### src/rtl/nand4_exerciser.sv
// nand4_exerciser: sweeps a 4-input NAND through all 16 vectors, samples dut_e after SETTLE_CYCLES, reports err_count/first_fail_vec/first_fail_valid/pass/done/busy (clk, async rst_n, start, dut_a..dut_d out, dut_e in)
module nand4_exerciser #(
  parameter int SETTLE_CYCLES = 2
) (
  input  logic       clk,
  input  logic       rst_n,
  input  logic       start,
  output logic       dut_a,
  output logic       dut_b,
  output logic       dut_c,
  output logic       dut_d,
  input  logic       dut_e,
  output logic       busy,
  output logic       done,
  output logic       pass,
  output logic [4:0] err_count,
  output logic [3:0] first_fail_vec,
  output logic       first_fail_valid
);
  localparam logic [1:0] S_IDLE   = 2'd0;
  localparam logic [1:0] S_SETTLE = 2'd1;
  localparam logic [1:0] S_SAMPLE = 2'd2;
  localparam logic [1:0] S_DONE   = 2'd3;
  localparam logic [7:0] LAST_CNT = 8'(SETTLE_CYCLES - 1);
  logic [1:0] r_state;
  logic [3:0] r_vec;
  logic [7:0] r_cnt;
  logic [4:0] r_err;
  logic [3:0] r_ffv;
  logic       r_ffvalid;
  logic       w_busy;
  logic       w_miss;
  always_comb begin
    w_busy = (r_state == S_SETTLE) || (r_state == S_SAMPLE);
    w_miss = dut_e != ~&r_vec;
    {dut_a, dut_b, dut_c, dut_d} = w_busy ? r_vec : 4'b0000;
    busy = w_busy;
    done = r_state == S_DONE;
    pass = (r_state == S_DONE) && (r_err == 5'd0);
    err_count = r_err;
    first_fail_vec = r_ffv;
    first_fail_valid = r_ffvalid;
  end
  always_ff @(posedge clk or negedge rst_n) begin
    if (!rst_n) begin
      r_state   <= S_IDLE;
      r_vec     <= 4'd0;
      r_cnt     <= 8'd0;
      r_err     <= 5'd0;
      r_ffv     <= 4'd0;
      r_ffvalid <= 1'b0;
    end else begin
      case (r_state)
        S_IDLE, S_DONE: begin
          if (start) begin
            r_state   <= S_SETTLE;
            r_vec     <= 4'd0;
            r_cnt     <= 8'd0;
            r_err     <= 5'd0;
            r_ffvalid <= 1'b0;
          end
        end
        S_SETTLE: begin
          r_cnt <= r_cnt + 8'd1;
          if (r_cnt == LAST_CNT) r_state <= S_SAMPLE;
        end
        S_SAMPLE: begin
          if (w_miss) begin
            r_err <= r_err + 5'd1;
            if (!r_ffvalid) begin
              r_ffv     <= r_vec;
              r_ffvalid <= 1'b1;
            end
          end
          if (r_vec == 4'hF) begin
            r_state <= S_DONE;
          end else begin
            r_vec   <= r_vec + 4'd1;
            r_cnt   <= 8'd0;
            r_state <= S_SETTLE;
          end
        end
        default: r_state <= S_IDLE;
      endcase
    end
  end
endmodule

### config.mk
export PLATFORM = sky130hd
export DESIGN_NAME = nand4_exerciser
export DESIGN_NICKNAME = d
export VERILOG_FILES = /design/src/rtl/nand4_exerciser.sv
export SDC_FILE = /design/constraint.sdc
export NUM_CORES = 1
export LEC_CHECK = 0
export CORE_MARGIN = 4
export CORE_UTILIZATION = 40
export CTS_BUF_LIST = sky130_fd_sc_hd__clkbuf_2
export DETAILED_ROUTE_END_ITERATION = 10
export PLACE_DENSITY = 0.68
export SLEW_MARGIN = 20
export SYNTH_ARGS = -nofsm -noshare
export SYNTH_HDL_FRONTEND = slang
export SYNTH_SLANG_ARGS = --single-unit
### constraint.sdc
create_clock -name clk -period 2.55 [get_ports clk]
set_input_delay 0.3825 -clock clk [delete_from_list [all_inputs] [get_ports clk]]
set_output_delay 0.3825 -clock clk [all_outputs]
set_load 0.05 [all_outputs]
==> flow_metrics.env <==
export IMPL_status="finished, final reports clean"
export IMPL_clockRootBuffer="clkbuf_2"
export IMPL_clk_path_buf_depth=2
export IMPL_num_vias=1281
export IMPL_ys_warn_count=0
export IMPL_setup_tns_ps=0
export IMPL_p_total_mw=1.550
export IMPL_cts_buffers=3
export IMPL_area_growth_pct=16.53
export IMPL_maxSlewViolCount=0
export IMPL_place_area_um2=1755
export IMPL_worstMarginPinSlew_ps=728.6
export IMPL_dieWidth_um=69.68
export IMPL_stdcell_area_um2=1773
export IMPL_gr_usage_all_layers=0.1492
export IMPL_final_antenna_net_count=0
export IMPL_via_per_inst=5.594
export IMPL_fin_worst_skew_ps=20.15
export IMPL_clkSinkCount=24
export IMPL_finalHoldViolCount=0
export IMPL_io_buffers=20
export IMPL_rows=22
export IMPL_required_ps=2170
export IMPL_synth_nets=175
export IMPL_ctsHoldBuffers=0
export IMPL_grt_pass1_vias=1276
export IMPL_netlist_area_um2=1521
export IMPL_grt_first_pass_wirelength_um=6072
export IMPL_cts_setup_buffers=0
export IMPL_dieArea_um2=4855
export IMPL_start_util=0.4156
export IMPL_drive_gt1_frac=0.1215
export IMPL_diodes=0
export IMPL_tritoncts="built"
export IMPL_setup_viol=0
export IMPL_overflow=0
export IMPL_post_cts_resized=0
export IMPL_endpoint_kind="output pin"
export IMPL_routed_wl_um=3464
export IMPL_hold_class="primary input to async pin"
export IMPL_irDropWorstVdd_mv=0.4028
export IMPL_grt_max_degree=25
export IMPL_first_pass_iters=4
export IMPL_drt_iter0_markers=70
export IMPL_finalNonFillerCells=229
export IMPL_synth_seq_cells=24
export IMPL_synth_top_area_frac=0.3947
export IMPL_rr_worst_depth=7
export IMPL_nets=196
export IMPL_yosysUniqueCellTypes=41
export IMPL_crit_arrival_ps=1810
export IMPL_fin_crit_ps=2195
export IMPL_ys_flop_type="dfrtp_1"
export IMPL_clk_pin_slew_ps=240
export IMPL_async_flop_share=1.000
export IMPL_postSynthAreaPerCell_um2=9.392
export IMPL_max_freq_mhz=455.5
export IMPL_drc=0
export IMPL_die_y_um=69.68
export IMPL_p_leak_nw=0.7860
export IMPL_coreArea_um2=3661
export IMPL_worstSetupPathType="register to output pin"
export IMPL_fin_util=0.4843
export IMPL_power_density_nw_per_um2=874.1
export IMPL_yosysTopAreaCell="dfrtp_1"
export IMPL_period_share=0.8610
export IMPL_insertion_delay_ps=350
export IMPL_maxCapViolations=0
export IMPL_dp_hpwl_um=2575
export IMPL_synth_seq_area_share=0.3947
export IMPL_routedWlPerCell_um=15.13
export IMPL_antenna_found_initial=0
export IMPL_cp_start_kind="register"
export IMPL_io_pins=21
export IMPL_cp_max_fo=4
export IMPL_rsz0062_at_grt="false"
export IMPL_cts_max_level=1
export IMPL_relSlewSlack=0.5092
export IMPL_synth_edf_count=0
export IMPL_place_congestion=0.7819
export IMPL_numPlacedInstances=226
export IMPL_synthTopCellsByArea="dfrtp_1 39%, ha_1 7.4%, nand2_1 5.7%"
export IMPL_synth_cells=162
-- synthesized netlist by cell type, types with 2 or more instances --
library cell and n:
nand2b_1 2, nand2_1 23, clkbuf_1 4, a21oi_1 7, nand4_1 4, nor3_1 4
o311ai_0 3, or4_1 2, buf_2 2, nor2_1 6, o211ai_1 5, nand4b_1 3
nand3_1 14, nor2b_1 4, nor4_1 2, o31ai_1 3, ha_1 9, mux2_4 4
o21ai_0 5, inv_1 10, dfrtp_1 24, and3_1 3
-- registers in the layout (all words and copies together) (netlist names) --
signal            flops
r_state               2
first_fail_valid      1
err_count             5
first_fail_vec        4
r_vec                 4
r_cnt                 8
-- power by group --
part           leakage, nW  switching [mW]  internal (mW)
sequential           0.329          0.0828          0.444
combinational        0.444           0.584          0.289
clock               0.0125           0.117         0.0320
-- worst paths after layout --
check	startpoint	end	slack, ps
min in group clk	first_fail_vec[2]	first_fail_vec[2]	550
max in group asynchronous	rst_n	r_cnt[0]	1950
max	r_state[0]	done	350
min reg2reg	first_fail_vec[2]	first_fail_vec[2]	550
min	rst_n	r_vec[3]	340
max reg2reg	r_state[0]	r_cnt[5]	490
-- layout make-up --
| cell class | instances | area [um^2] |
|---|---|---|
| Sequential cell | 24 | 600.6 |
| Timing Repair Buffer | 24 | 220.2 |
| Clock buffer | 3 | 15.01 |
| Inverter | 10 | 37.54 |
| Multi-Input combinational cell | 120 | 839.6 |
| Tap cell | 48 | 60.06 |
| Fill cell | 354 | 1888 |
-- per-stage QoR --
step                hold slack, ps  setup slack [ps]
floorplan                    86.91             523.2
global placement             497.0             550.1
detailed placement           505.5             500.8
CTS                          354.0             66.15
global route                 375.5             249.7
finish                       342.2             354.6
-- per-layer routing --
layer / GRT usage / wire (um) / vias to the layer above
met5: 0 / 0 / -
met4: 0.05957 / 49 / 0
met3: 0.02029 / 141 / 4
met2: 0.2288 / 1604 / 30
met1: 0.2115 / 1668 / 618
li1: - / - / 629
-- cell families (layout without fill, tap and decap cells) --
| logic type | count (synthesis) | after routing | synth area share |
|---|---|---|---|
| AOI/OAI and AO/OA | 30 | 30 | 0.1373 |
| xor gates and xnor gates | 2 | 2 | 0.01645 |
| adders and majority gates | 9 | 9 | 0.07401 |
| buffers and inverters | 18 | 37 | 0.05346 |
| DFF | 24 | 24 | 0.3947 |
| muxes | 5 | 5 | 0.04605 |
| and+or+nand+nor | 74 | 74 | 0.2780 |
-- worst max-delay path, cell delays in order, from the launching register on --
cell	delay (ps)
dfrtp_1	450
ha_1	210
clkdlybuf4s50_1	820
-- layout by cell type (no fill, tap or decap), drive strengths merged, types with 4 or more instances in the layout --
cell type	count
ha	9
o21ai	6
nor2	6
mux2	4
nor2b	4
nand2	23
dfrtp	24
inv	10
nor3	4
o211ai	5
nand3	15
clkdlybuf4s50	14
a21oi	7
buf	9
nand4	4
(Power assumes the default switching activity.)
